File: config.mk
export PLATFORM = sky130hd
export DESIGN_NAME = booth_mult_seq
export DESIGN_NICKNAME = d
export VERILOG_FILES = /design/src/rtl/booth_pkg.sv /design/src/rtl/booth_addsub.sv /design/src/rtl/booth_mult_seq.sv
export SDC_FILE = /design/constraint.sdc
export NUM_CORES = 1
export LEC_CHECK = 0
export CAP_MARGIN = 10
export CORE_AREA = 3 3 55 107
export CTS_BUF_LIST = sky130_fd_sc_hd__clkbuf_4 sky130_fd_sc_hd__clkbuf_8 sky130_fd_sc_hd__clkbuf_16
export DETAILED_ROUTE_END_ITERATION = 7
export DIE_AREA = 0 0 58 110
export PLACE_DENSITY = 0.48
export SYNTH_ARGS = -nofsm -noshare
export SYNTH_HDL_FRONTEND = slang
export SYNTH_SLANG_ARGS = --single-unit
export TNS_END_PERCENT = 100
File: constraint.sdc
create_clock -name clk -period 2.05 [get_ports clk]
set_input_delay 0.41 -clock clk [delete_from_list [all_inputs] [get_ports clk]]
set_output_delay 0.41 -clock clk [all_outputs]
set_load 0.005 [all_outputs]
File: src/rtl/booth_pkg.sv
// booth_pkg
//   Shared types and helpers for the sequential radix-2 Booth multiplier.
//   - state_t    : FSM encoding (ST_IDLE / ST_RUN / ST_DONE, 2 bits)
//   - OP_ADD/SUB : adder/subtractor select values
//   - boothCtl_t : decoded iteration control {en, op}
//   - booth_op() : radix-2 Booth decode of {Q[0], Q-1}
package booth_pkg;

   typedef enum logic [1:0] {
      ST_IDLE = 2'd0,
      ST_RUN  = 2'd1,
      ST_DONE = 2'd2
   } state_t;

   localparam logic OP_ADD = 1'b0;
   localparam logic OP_SUB = 1'b1;

   typedef struct packed {
      logic en;   // an add/sub happens this iteration
      logic op;   // OP_ADD or OP_SUB
   } boothCtl_t;

   // 10 -> A-M, 01 -> A+M, 00/11 -> shift only
   function automatic boothCtl_t booth_op(input logic [1:0] pair);
      boothCtl_t c;
      c.en = pair[1] ^ pair[0];
      c.op = pair[1] ? OP_SUB : OP_ADD;
      return c;
   endfunction

endpackage

File: src/rtl/booth_addsub.sv
// booth_addsub
//   Combinational (WIDTH+1)-bit adder/subtractor for the Booth accumulator.
//   Ports:
//     a   in  WIDTH+1  accumulator A
//     b   in  WIDTH+1  multiplicand M (already extended)
//     sub in  1        1 = a - b, 0 = a + b
//     sum out WIDTH+1  result, wraps modulo 2^(WIDTH+1)
module booth_addsub #(
   parameter int WIDTH = 4
) (
   input  logic [WIDTH:0] a,
   input  logic [WIDTH:0] b,
   input  logic           sub,
   output logic [WIDTH:0] sum
);

   assign sum = sub ? (a - b) : (a + b);

endmodule

File: src/rtl/booth_mult_seq.sv
// booth_mult_seq
//   Sequential radix-2 Booth multiplier, WIDTH x WIDTH -> 2*WIDTH, signed or
//   unsigned per operation. One Booth iteration per clock; ready/valid on both
//   the operand and result sides. Synchronous active-low reset.
//   Ports:
//     clk, rst_n           clock, synchronous active-low reset
//     start_valid/ready    operand handshake (ready only in IDLE)
//     signed_mode          1 = two's complement operands, sampled at accept
//     mcand, mplier        multiplicand M, multiplier Q (WIDTH bits)
//     res_valid/ready      result handshake, product held until consumed
//     product              2*WIDTH result, keeps last value after handoff
//     busy                 high in RUN and DONE
//   Build option:
//     BOOTH_EARLY_TERM_EN  finish as soon as the remaining iterations are
//                          add-free (latency 1..WIDTH+1 instead of WIDTH+1).
module booth_mult_seq
   import booth_pkg::*;
#(
   parameter int WIDTH = 4
) (
   input  logic               clk,
   input  logic               rst_n,
   input  logic               start_valid,
   output logic               start_ready,
   input  logic               signed_mode,
   input  logic [WIDTH-1:0]   mcand,
   input  logic [WIDTH-1:0]   mplier,
   output logic               res_valid,
   input  logic               res_ready,
   output logic [2*WIDTH-1:0] product,
   output logic               busy
);

   localparam int CNT_W = $clog2(WIDTH + 2);
   localparam int XW    = WIDTH + 1;
   localparam logic [CNT_W-1:0] CNT_INIT = CNT_W'(WIDTH + 1);

   state_t             state, stateNext;
   logic [XW-1:0]      regA, regQ, regM;
   logic               qNeg;
   logic [CNT_W-1:0]   cnt, cntNext;
   logic [2*WIDTH-1:0] prodReg;

   boothCtl_t          ctl;
   logic [XW-1:0]      sum, aSel, aNext, qNext;
   logic               qNegNext;
   logic               accept, finish, earlyTerm;
   logic [2*WIDTH-1:0] prodNext;

   // ---------------- one Booth iteration (combinational) ----------------
   assign ctl = booth_op({regQ[0], qNeg});

   booth_addsub #(.WIDTH(WIDTH)) uAddSub (
      .a   (regA),
      .b   (regM),
      .sub (ctl.op),
      .sum (sum)
   );

   assign aSel     = ctl.en ? sum : regA;
   // arithmetic right shift of {A,Q,Q-1}
   assign aNext    = {aSel[XW-1], aSel[XW-1:1]};
   assign qNext    = {aSel[0], regQ[XW-1:1]};
   assign qNegNext = regQ[0];
   assign cntNext  = cnt - CNT_W'(1);

`ifdef BOOTH_EARLY_TERM_EN
   // After this iteration, the low cntNext bits of Q plus Q-1 feed the
   // remaining decodes. If they are uniform no further add happens, so the
   // rest of the work collapses into one shift of {A,Q} by cntNext.
   logic [XW-1:0]          remMask;
   logic signed [2*XW-1:0] aqShift;

   assign remMask   = (XW'(1) << cntNext) - XW'(1);
   assign earlyTerm = (((qNext & remMask) == '0)      && !qNegNext) ||
                      (((qNext & remMask) == remMask) &&  qNegNext);
   assign aqShift   = $signed({aNext, qNext}) >>> cntNext;
   assign prodNext  = (2*WIDTH)'(aqShift);
`else
   assign earlyTerm = 1'b0;
   assign prodNext  = (2*WIDTH)'({aNext, qNext});
`endif

   assign finish = (cntNext == '0) || earlyTerm;

   // ---------------- control FSM ----------------
   always_ff @(posedge clk) begin
      if (!rst_n) state <= ST_IDLE;
      else        state <= stateNext;
   end

   always_comb begin
      stateNext   = state;
      start_ready = 1'b0;
      res_valid   = 1'b0;
      busy        = 1'b0;
      accept      = 1'b0;
      case (state)
         ST_IDLE: begin
            start_ready = 1'b1;
            if (start_valid) begin
               accept    = 1'b1;
               stateNext = ST_RUN;
            end
         end
         ST_RUN: begin
            busy = 1'b1;
            if (finish) stateNext = ST_DONE;
         end
         ST_DONE: begin
            busy      = 1'b1;
            res_valid = 1'b1;
            if (res_ready) stateNext = ST_IDLE;
         end
         default: stateNext = ST_IDLE;
      endcase
   end

   // ---------------- datapath registers ----------------
   // Operands are extended by one bit so the signed and unsigned cases share
   // the same signed Booth datapath; -2^WIDTH is unreachable, so A never
   // overflows.
   always_ff @(posedge clk) begin
      if (!rst_n) begin
         regA    <= '0;
         regQ    <= '0;
         regM    <= '0;
         qNeg    <= 1'b0;
         cnt     <= '0;
         prodReg <= '0;
      end else if (accept) begin
         regM <= {signed_mode & mcand[WIDTH-1], mcand};
         regQ <= {signed_mode & mplier[WIDTH-1], mplier};
         regA <= '0;
         qNeg <= 1'b0;
         cnt  <= CNT_INIT;
      end else if (state == ST_RUN) begin
         regA <= aNext;
         regQ <= qNext;
         qNeg <= qNegNext;
         cnt  <= finish ? '0 : cntNext;
         if (finish) prodReg <= prodNext;
      end
   end

   assign product = prodReg;

endmodule

* Word-level counts from Yosys, hierarchy flattened
Cells that the tools add are included.
Storage, ports and cells: logic and storage cells 45, register bits after elaboration 28
Operators by class: multiplexer cells 17, reductions and logical operators 7, add/subtract/negate cells 3, eq/ne operators 5, bitwise operators 5
Operator list (number):
- two-way mux 5 bit | 4
- two-way mux 3 bit | 3
- two-way mux 1 bit | 6
- two-way mux 2 bit | 3
- != test 2 bit, second input constant | 3
- case mux 2 bit (3 select lines) | 1
- AND reduction 3 bit | 2
- adder 5 bit | 1
- subtractor 5 bit | 1
- OR reduction 2 bit | 2
- zero test 3 bit | 1
- subtractor 3 x 1 -> 3 bit, second input constant | 1
- bitwise AND 1 bit | 2
- == test 2 x 1 -> 1 bit, second input constant | 1
- == test 2 bit, second input constant | 1
- zero test 2 bit | 1
- inverter 1 bit | 2
- nonzero test 2 bit | 1
- bitwise XOR 1 bit | 1

* Depth between registers and ports, before layout
depth after elaboration 5, mapped depth 10, gate-level depth less buffers 10

* Hierarchy
Synthesis repeated with hierarchy kept, for this count alone.
Second synthesis, totals: cell total of the unflattened synthesis 159, area, all modules 1471.4 um^2
Modules (own cells, without submodules):
- booth_mult_seq | area an instance 1241.2 um^2, instances 1, cells each 131
- booth_addsub | area an instance 230.2 um^2, instances 1, cells each 28

* Least setup slack after synthesis
OpenSTA, ideal clock, no wires.
path type reg-to-reg, start point reg regM[0], end point reg regA[2], setup time 0.128 ns, arrival time 2.047 ns, data required time 1.922 ns, cell stages (with the launch flop) 11, path slack -0.125 ns, path through dfxtp_1 inv_1 ha_1 mux2_2 inv_1 ha_1 nor2b_1 o21a_1 or3_1 a31oi_1 a211oi_1
Between the ends: word-level cells in the longest chain between the ends 3, elaborated cells on any way between the ends 4
Ends and longest elaborated chain:
- start, declared | line booth_mult_seq.sv:39 | logic [XW-1:0] regA, regQ, regM;
- start signal, assigned | line booth_mult_seq.sv:132 | regM <= {signed_mode & mcand[WIDTH-1], mcand};
- adder 5 bit / subtractor 5 bit (equally long branches) | line booth_addsub.sv:17 | assign sum = sub ? (a - b) : (a + b);
- two-way mux 5 bit (*) | line booth_addsub.sv:17
- two-way mux 5 bit (*) | line booth_mult_seq.sv:60 | assign aSel = ctl.en ? sum : regA;
- end signal, assigned | line booth_mult_seq.sv:138 | regA <= aNext;
- end, declared | line booth_mult_seq.sv:39
Mark *: on every way between the ends. The rest lies on a longest branch, timed or not. A chain may end at the register's enable or synchronous reset.

* Final worst setup path
Ends and elaborated chain as after synthesis.

==> reports/metrics.yaml <==
detailed_routing:
  num_vias: 1233
  antenna_left: 0
  avgRoutedWirePerCell_um: 12.9
  viasPerCell: 4.67
  drt_iter0_drc: 9
  wirelength_um: 3390
  drc: 0
  firstDrtPassIters: 4
critical_path:
  crit_start: "regM[0]"
  critPathMaxStageDelay_ns: 0.35
  worstSetupEndpointType: "flip-flop"
  cpMostUsedCell: "ha_4"
  rrSetupSlack_ns: -0.12
  r2r_start: "regM[0]"
  setup.worst_path.end: "regA[2]"
  timing.rr.end: "regA[2]"
  slowest_stage: "dfxtp_2"
  cp.arrival_ns: 2.33
  reg2reg_depth: 10
  crit_required_ns: 2.22
  crit_path_start_kind: "flip-flop"
  critPathMaxFanout: 2
  cp_cell_sequence: "inv_2 > ha_4 > mux2_4 > inv_4 > ha_4 > nor2b_4 > o21a_1 > or3_1 > a31oi_2 > a211oi_1"
  worstSetupPathType: "flip-flop to flip-flop"
run:
  maxCapViolations: 0
timing:
  setup_violations: 3
  skew_ns: 0.00338
  min_period_ns: 2.17
  holdWs_ns: 0.470
  finalCritPeriodShare_pct: 106
  drv_slew: 0
  tightest_slew_ns: 0.488
  worst_slack_ns: -0.116
  rsz0062_at_grt: "yes"
  relSlewSlack_pct: 67.4
  hold_viol: 0
  fmax_mhz: 462
global_route:
  grt_pass1_wl_um: 5620
  grt.overflow.total: 0
  grt_pass1_vias: 1248
  track_usage_pct: 11.4
  grt_max_degree: 17
  antenna_found_initial: 0
clock_tree:
  cts_tree: "yes"
  numCtsBuffers: 3
  cts_hold_buf: 0
  clk_latency_ns: 0.28
  clockRootBuffer: "clkbuf_8"
  clock-sinks: 28
  htree_num_levels: 1
  clkSlewWorstSetupHoldPaths_ns: 0.10
  cts_buffer_depth: 2
floorplan:
  core_area_um2: 5180
  dieArea_um2: 6380
  die_h_um: 110
  io_pins: 24
  rows: 37
  initial_utilization_pct: 29.0
  chipWidth_um: 58
cells_and_area:
  diodes: 0
  fin_nets: 231
  synthToLayoutAreaGrowth_pct: 30.9
  drive_gt1_share_pct: 14.6
logic_synthesis:
  syn_inst: 178
  ys_seq_elements: 28
  synth_edf_count: 0
  ys_seq_area_share_pct: 37.3
  yosys_warnings: 0
  synth.distinct_cells: 31
  postSynthAreaPerCell_um2: 8.44
  async_flop_share_pct: 0
  synth_flop_cell: "dfxtp_1"
  synth_area_um2: 1500
  syn-num-nets: 202
pwr:
  max-vdd-ir-drop_mv: 0.944
  p_leak_nw: 0.810
  power_density_nw_per_um2: 1150
  power_w: 0.00225
worst_hold_path:
  hold_depth: 2
  hp-class: "flip-flop to flip-flop"
placed_design:
  place_hpwl_um: 2740
  port_buffers: 23
  place.gp.congestion: 0.725
  dp_slack_ns: -0.176
status:
  violations: "setup timing"
  outcome: "finished, violations left"
[report_power, final]
part / switching (W) / internal [W] / total, W / leakage, nW
clock: 0.000180 / 0.000262 / 0.000441 / 0.0357
combinational: 0.000558 / 0.000528 / 0.00109 / 0.544
sequential: 0.0000802 / 0.000645 / 0.000725 / 0.230
total: 0.000818 / 0.00143 / 0.00225 / 0.810
[repair_timing]
item / in CTS / in global routing
setup buffers: 0 / 0
pin swaps: 1 / 3
endpoints found under the setup margin: 5 / 5
resized for setup: 5 / 5
[flip-flops by register name (all words and copies together) (netlist names)]
| register | cells |
|---|---|
| regM | 5 |
| regQ | 5 |
| state | 2 |
| product | 8 |
| regA | 4 |
| cnt | 3 |
| qNeg | 1 |
[worst min-delay path by stage]
stage	startpoint	end	slack [ns]
floorplan	regM[4]	regM[4]	0.45
global placement	product[0]	product[0]	0.46
detailed placement	product[3]	product[3]	0.46
CTS	product[3]	product[3]	0.48
global route	product[5]	product[5]	0.50
finish	product[3]	product[3]	0.47
[critical path: cells and delay by family (launching register included)]
family          cells  cell delay, ns
flops               1            0.35
compound gates      3            0.48
fa+ha+maj           2            0.40
mux                 1            0.30
simple gates        2            0.43
buf+inv             2            0.10
[layer usage]
layer,share of wire [%],vias up,track usage [%]
met4,1.6,0,4.48
met2,59,16,22.5
met1,38,567,11.6
met3,2.0,4,1.63
li1,-,646,-
met5,0,-,0
[cell usage in the layout (no fill, tap or decap), types with 2 or more instances in the layout]
master            n
a21oi_1           6
xor2_1            3
inv_2             2
nor2b_1           2
buf_4            10
ha_4              2
nand2_1          34
nor2_1           15
o211a_1           5
and2_1            3
o21ai_0           3
clkdlybuf4s50_1  23
dfxtp_1          26
xnor2_1           3
ha_1              8
a211oi_1          2
dfxtp_2           2
nand3_1           4
mux2i_1          10
inv_1             9
a21boi_0         12
clkbuf_8          3
[per-stage QoR]
| step | util (%) | cells | instance area [µm²] | setup TNS (ns) |
|---|---|---|---|---|
| 4_1_cts | 37.6 | 264 | 1950 | -0.300 |
| 2_1_floorplan | - | 178 | 1520 | -0.156 |
| 3_3_place_gp | 35.8 | 260 | 1850 | -0.325 |
| 3_5_place_dp | 35.8 | 260 | 1850 | -0.433 |
| 6_report | 37.9 | 264 | 1970 | -0.275 |
| 5_1_grt | 37.9 | 264 | 1970 | -0.659 |
[synthesized netlist by cell type (4+ instances only)]
library cell | count | area, µm²
inv_1 | 12 | 45.0
dfxtp_1 | 28 | 561
o21ai_0 | 4 | 20.0
mux2i_1 | 10 | 100
clkbuf_1 | 4 | 15.0
ha_1 | 10 | 125
nand3_1 | 4 | 20.0
o211a_1 | 5 | 50.1
nand2_1 | 34 | 128
a21boi_0 | 12 | 90.1
a21oi_1 | 7 | 35.0
nor2_1 | 15 | 56.3
[cell families after synthesis]
group | share of synthesized area, %
buffers and inverters | 5.99
multiplexers | 7.41
flip-flops | 37.3
adder cells (fa/ha/maj) | 9.66
XOR/XNOR | 4.58
AND/OR/NAND/NOR | 18.1
AO/OA/AOI/OAI | 17.0
[area by class of cell]
type / count / area, µm²
fillers: 559 / 3220
multi-input cells: 129 / 907
flip-flops and latches: 28 / 563
repair buffers: 33 / 305
well taps: 58 / 72.6
inverters: 12 / 47.5
clock buffers: 3 / 41.3
clock inverters: 1 / 30.0
(Power assumes the default switching activity.)
